### config.mk
export PLATFORM = sky130hd
export DESIGN_NAME = level_sensor_filter_flat
export DESIGN_NICKNAME = d
export VERILOG_FILES = /design/src/rtl/level_sensor_filter_pkg.sv /design/src/rtl/level_sensor_filter_if.sv /design/src/rtl/level_sensor_filter_sensor_debounce.sv /design/src/rtl/level_sensor_filter.sv /design/src/flat_wrapper.sv
export SDC_FILE = /design/constraint.sdc
export NUM_CORES = 1
export LEC_CHECK = 0
export ABC_CLOCK_PERIOD_IN_PS = 3300
export CORE_MARGIN = 2
export CORE_UTILIZATION = 35
export CTS_CLUSTER_DIAMETER = 80
export CTS_CLUSTER_SIZE = 16
export DETAILED_ROUTE_END_ITERATION = 10
export GPL_TIMING_DRIVEN = 0
export PLACE_DENSITY = 0.53
export SLEW_MARGIN = 20
export SYNTH_ARGS = -nofsm -noshare
export SYNTH_HDL_FRONTEND = slang
export SYNTH_HIERARCHICAL = 1
export SYNTH_SLANG_ARGS = --single-unit
### constraint.sdc
create_clock -name clk -period 3.3 [get_ports clk]
set_input_delay 0.495 -clock clk [delete_from_list [all_inputs] [get_ports clk]]
set_output_delay 0.495 -clock clk [all_outputs]
set_load 0.005 [all_outputs]
### src/rtl/level_sensor_filter_pkg.sv
// Shared level-code definitions for the reservoir level path.
// Used by the sensor filter and the flow controller.
// Optional feature macro used elsewhere in this slice: LEVEL_FAULT_CNT_EN.
package level_pkg;

  localparam int unsigned NUM_SENSORS = 3;

  typedef logic [NUM_SENSORS-1:0] level_t;

  // Thermometer codes, bit0 = lowest float switch
  localparam level_t LVL_EMPTY = 3'b000;
  localparam level_t LVL_LOW   = 3'b001;
  localparam level_t LVL_MID   = 3'b011;
  localparam level_t LVL_FULL  = 3'b111;

  function automatic logic is_legal_level(input level_t code);
    logic legal;
    case (code)
      LVL_EMPTY, LVL_LOW, LVL_MID, LVL_FULL: legal = 1'b1;
      default:                               legal = 1'b0;
    endcase
    return legal;
  endfunction

endpackage

### src/rtl/level_sensor_filter_if.sv
// Sensor-side bundle of the level filter: raw switch inputs in, clean level out.
// LEVEL_FAULT_CNT_EN adds the fault_cnt episode counter to the bundle.
interface level_sensor_filter_if;
  import level_pkg::*;

  level_t     raw_s;
  level_t     s;
  logic       s_chg;
  logic       fault;
`ifdef LEVEL_FAULT_CNT_EN
  logic [7:0] fault_cnt;

  modport master (output raw_s, input s, s_chg, fault, fault_cnt);
  modport slave  (input raw_s, output s, s_chg, fault, fault_cnt);
`else
  modport master (output raw_s, input s, s_chg, fault);
  modport slave  (input raw_s, output s, s_chg, fault);
`endif

endinterface

### src/rtl/level_sensor_filter_sensor_debounce.sv
// One float-switch channel: 2-flop synchroniser followed by a counting debouncer.
// The accepted value only flips after DEBOUNCE_CYCLES consecutive differing samples.
// Unaffected by LEVEL_FAULT_CNT_EN.
module sensor_debounce #(
  parameter int unsigned DEBOUNCE_CYCLES = 4,
  parameter int unsigned CNT_W           = 8
) (
  input  logic clk,
  input  logic reset,
  input  logic raw,
  output logic deb
);

  localparam logic [CNT_W-1:0] CntLast = CNT_W'(DEBOUNCE_CYCLES - 1);

  logic             sync1_q, sync2_q;
  logic             deb_q, deb_d;
  logic [CNT_W-1:0] cnt_q, cnt_d;

  // Bring the asynchronous switch level into the clk domain
  always_ff @(posedge clk or negedge reset) begin
    if (!reset) begin
      sync1_q <= 1'b0;
      sync2_q <= 1'b0;
    end else begin
      sync1_q <= raw;
      sync2_q <= sync1_q;
    end
  end

  // Any sample agreeing with the accepted value restarts the count
  always_comb begin
    deb_d = deb_q;
    cnt_d = '0;
    if (sync2_q != deb_q) begin
      if (cnt_q == CntLast) begin
        deb_d = sync2_q;
      end else begin
        cnt_d = cnt_q + CNT_W'(1);
      end
    end
  end

  // Debounce state register
  always_ff @(posedge clk or negedge reset) begin
    if (!reset) begin
      deb_q <= 1'b0;
      cnt_q <= '0;
    end else begin
      deb_q <= deb_d;
      cnt_q <= cnt_d;
    end
  end

  assign deb = deb_q;

endmodule

### src/rtl/level_sensor_filter.sv
// Level sensor filter: debounces the three float switches independently, then only
// forwards legal thermometer codes; illegal debounced patterns hold s and raise fault.
// LEVEL_FAULT_CNT_EN adds fault_cnt, a saturating count of fault rising edges.
module level_sensor_filter
  import level_pkg::*;
#(
  parameter int unsigned DEBOUNCE_CYCLES = 4,
  parameter int unsigned CNT_W           = 8
) (
  input  logic                 clk,
  input  logic                 reset,
  level_sensor_filter_if.slave bus
);

  level_t deb;
  level_t s_q, s_d;
  logic   s_chg_q, s_chg_d;
  logic   fault_q, fault_d;

  for (genvar i = 0; i < NUM_SENSORS; i++) begin : g_chan
    sensor_debounce #(
      .DEBOUNCE_CYCLES (DEBOUNCE_CYCLES),
      .CNT_W           (CNT_W)
    ) u_deb (
      .clk   (clk),
      .reset (reset),
      .raw   (bus.raw_s[i]),
      .deb   (deb[i])
    );
  end

  // Validate the debounced vector; an illegal code never reaches s
  always_comb begin
    s_d     = s_q;
    s_chg_d = 1'b0;
    fault_d = 1'b0;
    if (!is_legal_level(deb)) begin
      fault_d = 1'b1;
    end else if (deb != s_q) begin
      s_d     = deb;
      s_chg_d = 1'b1;
    end
  end

  // Output register
  always_ff @(posedge clk or negedge reset) begin
    if (!reset) begin
      s_q     <= LVL_EMPTY;
      s_chg_q <= 1'b0;
      fault_q <= 1'b0;
    end else begin
      s_q     <= s_d;
      s_chg_q <= s_chg_d;
      fault_q <= fault_d;
    end
  end

  assign bus.s     = s_q;
  assign bus.s_chg = s_chg_q;
  assign bus.fault = fault_q;

`ifdef LEVEL_FAULT_CNT_EN
  logic [7:0] fault_cnt_q;

  // Count fault episodes (0->1 of the registered flag), saturating at 255
  always_ff @(posedge clk or negedge reset) begin
    if (!reset) begin
      fault_cnt_q <= '0;
    end else if (fault_d && !fault_q && (fault_cnt_q != 8'hff)) begin
      fault_cnt_q <= fault_cnt_q + 8'd1;
    end
  end

  assign bus.fault_cnt = fault_cnt_q;
`endif

endmodule

### src/flat_wrapper.sv
// flat-port wrapper written by rule: the top's interface ports become plain ports
module level_sensor_filter_flat import level_pkg::*;
#(
  parameter int unsigned DEBOUNCE_CYCLES = 4,
  parameter int unsigned CNT_W           = 8
)
  (clk, reset, bus_raw_s, bus_s, bus_s_chg, bus_fault);
  level_sensor_filter_if bus_i ();
  input  logic clk;
  input  logic reset;
  input wire logic [$bits(bus_i.raw_s)-1:0] bus_raw_s;
  output wire logic [$bits(bus_i.s)-1:0] bus_s;
  output wire logic [$bits(bus_i.s_chg)-1:0] bus_s_chg;
  output wire logic [$bits(bus_i.fault)-1:0] bus_fault;
  assign bus_i.raw_s = bus_raw_s;
  assign bus_s = bus_i.s;
  assign bus_s_chg = bus_i.s_chg;
  assign bus_fault = bus_i.fault;
  level_sensor_filter #(.DEBOUNCE_CYCLES(DEBOUNCE_CYCLES), .CNT_W(CNT_W)) u_core (.clk(clk), .reset(reset), .bus(bus_i));
endmodule
==> reports/qor.yml, run 1 <==
crit_type: "reg -> out"
crit_path_max_fanout: 7
post-route-period-util_pct: 53.1
yosysWarnings: 6
maxCapViolCount: 0
worstSetupEndpointType: "primary output"
skew_ps: 6.17
yosys.cell_types.count: 25
status: "finished clean"
tns_ps: 0
fillers: 448
powerDensity_mw_per_mm2: 679
totalWireLength_microns: 2820
vias: 1139
hold_path.class: "in -> async"
max_slew_margin_pct: 77.0
grt_antenna_before_repair: 0
cpPeakStageDelay_ps: 540
postCtsSetupRepairBufs: 0
routed_via_density: 4.75
synth_edf_count: 0
cp.depth: 1
portBuffers: 9
ios: 10
cts.repair.resized: 0
clock_latency_ps: 280
hold_buffers: 0
synth_top_area_share_pct: 55.4
finalWeightedCongestion: 0.756
reg2regPathDepth: 4
ir_drop_mv: 0.314
cts_tree: "built"
yosys_most_used_dff: "dfrtp_1"
path_buf_inv: 1
crit_chain: "clkdlybuf4s50_1"
rsz0062_at_grt: "false"
hpwl_microns: 2030
grt-ovfl-total: 0
placement.cell_area_sq_mm: 0.00191
grt_use_total_pct: 12.1
cts_made_buffers: 5
finalSetupViolCount: 0
critPathTopFamily: "buffers and inverters"
detail_route.iter0.violations: 62
die_area_sq_mm: 0.00548
multi_input_area_sq_um: 736
synthArstFlopShare_pct: 100
first_pass_iters: 4
cp-start-kind: "flop"
core_sq_mm: 0.00472
die_w_microns: 74.0
synthCells: 156
layout.nets: 184
synth_area_leader_cell: "dfrtp_1"
post_drt_wl_per_cell_microns: 11.7
p_leak_nw: 0.853
syn_to_final_growth_pct: 15.5
fin_ws_ps: 1550
maxSlewViolCount: 0
crit_arrival_ps: 1260
drtAntennaViolNets: 0
cts.sinks: 38
htree_levels: 2
yosys-top-cells-area: "dfrtp_1 55%, ha_1 4.4%, nor2_1 4.2%, nand3_1 3.5%, or3_1 3.3%"
ys_seq_elements: 38
fin_area_sq_mm: 0.00198
synth_area_per_cell_sq_um: 11.0
cts_max_path_buffers: 2
clkTransAtPathRegs_ps: 70
syn_area_sq_mm: 0.00172
drc: 0
rows: 25
register_area_sq_um: 951
max_freq_ghz: 0.571
tightest_slew_ps: 345
critPathRequiredTime_ps: 2800
syn_nets: 167
slowest_stage: "clkdlybuf4s50_1"
cts_root_buffer: "clkbuf_8"
drive_above_1_share_pct: 11.6
start_util_pct: 36.3
min_period_ps: 1750
hold_viol: 0
grt_first_pass_wirelength_microns: 4990
synth.yosys.seq_area_share_pct: 55.4
grt_max_degree: 26
die-height_microns: 74.0
n_antenna_cell: 0
grt_pass1_vias: 1139
dp_slack_ps: 1850
[worst reg2reg max path, stage by stage, from the launching register on]
cell and delay (ps):
dfrtp_1 440, ha_1 190, nor4b_2 220, a21o_1 300, nor2_1 80
[power breakdown]
part           switching (mW)  total [mW]  internal (mW)
Combinational           0.185       0.373          0.188
Sequential              0.124       0.682          0.557
Clock                   0.144       0.290          0.145
[registers in the layout (all words and copies together) (netlist names)]
signal	cells
u_core/g_chan.u_deb/cnt_q	24
u_core/bus.s	3
u_core/g_chan.u_deb/deb	3
u_core/g_chan.u_deb/sync1_q	3
u_core/g_chan.u_deb/sync2_q	3
u_core/bus.fault	1
u_core/bus.s_chg	1
[synthesized netlist by cell type (4+ instances only)]
cell type	count
nor2_1	19
nand2_1	7
ha_1	6
a21oi_1	8
xor2_1	6
inv_1	7
nand3_1	12
nor3_1	4
dfrtp_1	38
xnor2_1	6
o21ai_0	11
or3_1	9
[layout by cell type (no fill, tap or decap)]
master,count
dfrtp_1,38
nor2_1,19
nand3_1,12
o21ai_0,11
or3_1,9
clkdlybuf4s50_1,8
a21oi_1,8
inv_1,7
nand2_1,7
xnor2_1,6
xor2_1,6
ha_1,6
clkbuf_8,5
nor3_1,4
clkbuf_1,3
nand4_2,3
nor4b_2,3
a21o_1,3
a21oi_2,3
mux2_2,3
buf_2,1
nand2b_1,1
and3_1,1
nor4bb_1,1
a311o_1,1
nor4_1,1
a211oi_2,1
mux2i_1,1
buf_12,1
[final timing paths]
kind | slack, ps | to | startpoint
min reg2reg | 340 | u_core/g_chan[1].u_deb/sync2_q | u_core/g_chan[1].u_deb/sync1_q
min | 110 | u_core/g_chan[0].u_deb/cnt_q[6] | reset
max reg2reg | 1950 | u_core/g_chan[1].u_deb/cnt_q[2] | u_core/g_chan[1].u_deb/cnt_q[0]
min in group clk | 340 | u_core/g_chan[1].u_deb/sync2_q | u_core/g_chan[1].u_deb/sync1_q
max in group asynchronous | 2750 | u_core/g_chan[0].u_deb/sync1_q | reset
max | 1550 | bus_s[2] | u_core/bus.s[2]
[metrics by stage]
stage,power [mW],instances,util (%),hold WS (ps)
floorplan,0.923,156,-,199
global placement,1.06,232,40.0,333
detailed placement,1.07,233,40.3,337
CTS,1.37,240,42.0,113
global route,1.45,240,42.0,114
finish,1.35,240,42.0,111
[metal layers]
layer  global-route usage (%)  wire length [microns]
met1                     15.4                   1360
met2                     18.6                   1300
met3                     3.52                    120
met4                     6.67                     34
met5                        0                      0
[area by class of cell]
| class | count | share of cell area (%) |
|---|---|---|
| flip-flops and latches | 38 | 48.0 |
| clock buffers | 7 | 3.85 |
| plain buffers | 1 | 0.189 |
| well taps | 67 | 4.23 |
| repair buffers | 10 | 5.30 |
| multi-input cells | 110 | 37.1 |
| inverters | 7 | 1.33 |
[kinds of logic after synthesis]
logic type | Yosys count | share of synthesized area [%]
and+or+nand+nor | 61 | 20.1
adders and majority gates | 6 | 4.37
buffers and inverters | 8 | 1.75
muxes | 4 | 2.55
DFF | 38 | 55.4
xor gates and xnor gates | 12 | 6.12
AOI/OAI and AO/OA | 27 | 9.69
Power figures use the tool's default switching activity.
==> inputs of run 2 (changes only) <==
- ABC_CLOCK_PERIOD_IN_PS: 3300 -> 1460
- PLACE_DENSITY: 0.53 -> 0.54
- clock period: 3.3 -> 1.46 ns (I/O delays scaled with it)
==> run 2 against run 1 <==
Global-route usage up 0.44 points; final cell count is 2.1% higher; wire length rose by 4.4%; first-iteration DRC count shrank 31%; flip-flop and latch count stayed put; critical path depth stayed put; combinational power grew 150%; largest cell class unchanged; via count grew 4.2%; non-clock buffer count increased by 4; design area rose by 2.8%.
==> reports/qor.yml, run 2 (synthesized netlist as in run 1, its figures left out) <==
status: "finished clean"
powerDensity_mw_per_mm2: 1560  # +130%
final_common_cell: "dfrtp_1"
max_freq_ghz: 0.721
cts_root_buffer: "clkbuf_8"
cts.sinks: 38  # unchanged
vias: 1187  # +4.2%
hold_path.class: "in -> async"
start_util_pct: 36.3  # unchanged
grt-ovfl-total: 0  # unchanged
die_area_sq_mm: 0.00548  # unchanged
htree_levels: 2  # unchanged
syn_to_final_growth_pct: 18.7
max_slew_margin_pct: 79.6  # +2.6 points
critPathTopFamily: "buffers and inverters"
worst_r2r_startpoint: "u_core/bus.s[2]"
first_pass_iters: 4  # unchanged
path_buf_inv: 1  # unchanged
drc: 0  # unchanged
p_leak_nw: 0.893  # +4.6%
drive_above_1_share_pct: 16.3  # +4.7 points
cp-start-kind: "flop"
top_register: "u_core/g_chan.u_deb/cnt_q"
largest_reg_flops: 24  # unchanged
maxCapViolCount: 0  # unchanged
fillers: 466  # +4.0%
hold_slack_ps: 313  # +202 ps
routed_via_density: 4.84  # +2.1%
totalWireLength_microns: 2940  # +4.4%
hpwl_microns: 2030  # -0.31%
mostFrequentLayoutCells: "36 x dfrtp_1, 19 x nor2_1, 12 x nand3_1"
fin_ws_ps: 72.7  # -1470 ps
min_period_ps: 1390
critPathRequiredTime_ps: 1240  # -1560 ps
detail_route.iter0.violations: 43  # -31%
grt_max_degree: 32  # +23%
drtAntennaViolNets: 0  # unchanged
tightest_slew_ps: 303  # -42.3 ps
layout.nets: 188  # +2.2%
clkTransAtPathRegs_ps: 70  # about the same
register_area_sq_um: 953  # +0.26%
cts_max_path_buffers: 2  # unchanged
finalSetupViolCount: 0  # unchanged
cts_made_buffers: 5  # unchanged
maxSlewViolCount: 0  # unchanged
skew_ps: 6.74  # +0.575 ps
rsz0062_at_grt: "false"
crit_start: "u_core/bus.s[0]"
crit_chain: "clkdlybuf4s50_1"
multi_input_area_sq_um: 738  # +0.34%
cts_tree: "built"
rows: 25  # unchanged
fin_area_sq_mm: 0.00204  # +2.8%
crit_path_max_fanout: 2  # -5
grt_antenna_before_repair: 0  # unchanged
crit_type: "reg -> out"
post_drt_wl_per_cell_microns: 12.0  # +2.3%
n_antenna_cell: 0  # unchanged
clock_latency_ps: 280  # about the same
post-route-period-util_pct: 95.0
dp_slack_ps: 74.7  # -1770 ps
worstSetupEndpointType: "primary output"
hold_viol: 0  # unchanged
placement.cell_area_sq_mm: 0.00191  # unchanged
cpPeakStageDelay_ps: 520  # -20 ps
ios: 10  # unchanged
die_w_microns: 74.0  # unchanged
crit_arrival_ps: 1170  # -90 ps
grt_first_pass_wirelength_microns: 5130  # +2.8%
grt_pass1_vias: 1143  # +0.35%
portBuffers: 9  # unchanged
slowest_stage: "clkdlybuf4s50_1"
ir_drop_mv: 0.771  # +150%
finalWeightedCongestion: 0.772  # +2.1%
grt_use_total_pct: 12.5  # +0.44 points
core_sq_mm: 0.00472  # unchanged
die-height_microns: 74.0  # unchanged
run 2: cell count changes in the layout (fill, tap and decap cells not counted), sizes merged:
cell	before	now
dlymetal6s2s	0	1
clkdlybuf4s50	8	7
clkinv	0	1
buf	2	5
dlygate4sd3	0	1
run 2: power breakdown:
group / total (mW) / internal, mW / switching (mW)
registers: 1.53 / 1.26 / 0.270
clock network: 0.724 / 0.381 / 0.343
logic: 0.923 / 0.474 / 0.450
total: 3.18 / 2.12 / 1.06
run 2: final timing paths:
check                      slack [ps]  depth (start not counted)                         endpoint
max reg2reg                       100                          4                 u_core/bus.s_chg
max in group asynchronous         730                          3                  u_core/bus.s[2]
min reg2reg                       360                          0   u_core/g_chan[1].u_deb/sync2_q
min in group clk                  360                          0   u_core/g_chan[1].u_deb/sync2_q
min                               310                          2  u_core/g_chan[0].u_deb/cnt_q[7]
max                                70                          1                         bus_s[0]
run 2: per-layer routing:
metal	share of wire [%]	vias up	global-route usage (%)	routed length, microns
met5	0	-	0	0
met4	1.3	0	6.67	38
met3	4.3	4	4.61	128
met2	48	23	19.2	1430
met1	46	573	15.5	1350
li1	-	587	-	-
run 2: per-stage QoR:
step	TNS [ps]	std cells	utilization [%]	power, mW
2_1_floorplan	0	156	-	2.09
3_3_place_gp	-26090	232	40.0	2.38
3_5_place_dp	0	233	40.3	2.42
4_1_cts	0	244	42.8	3.20
5_1_grt	0	245	43.1	3.43
6_report	0	245	43.1	3.18
run 2: layout make-up:
cell class              count  share of cell area [%]
flip-flops and latches     38                    46.8
repair buffers             14                    6.88
plain buffers               1                   0.184
well taps                  67                    4.12
multi-input cells         110                    36.2
inverters                   7                    1.29
clock inverters             1                   0.246
clock buffers               7                    4.24
run 2: what timing repair did:
action / CTS / global route
hold endpoints to repair: 7 / 0
setup buffers: 2 / 1
setup endpoints to repair: 3 / 15
hold buffers: 1 / 0
gates resized for setup: 1 / 4
run 2: worst reg2reg max path: stages (launching register included):
cell and delay [ps]:
dfrtp_2 440, buf_4 150, and3_1 160, a311o_1 330, a211oi_2 210
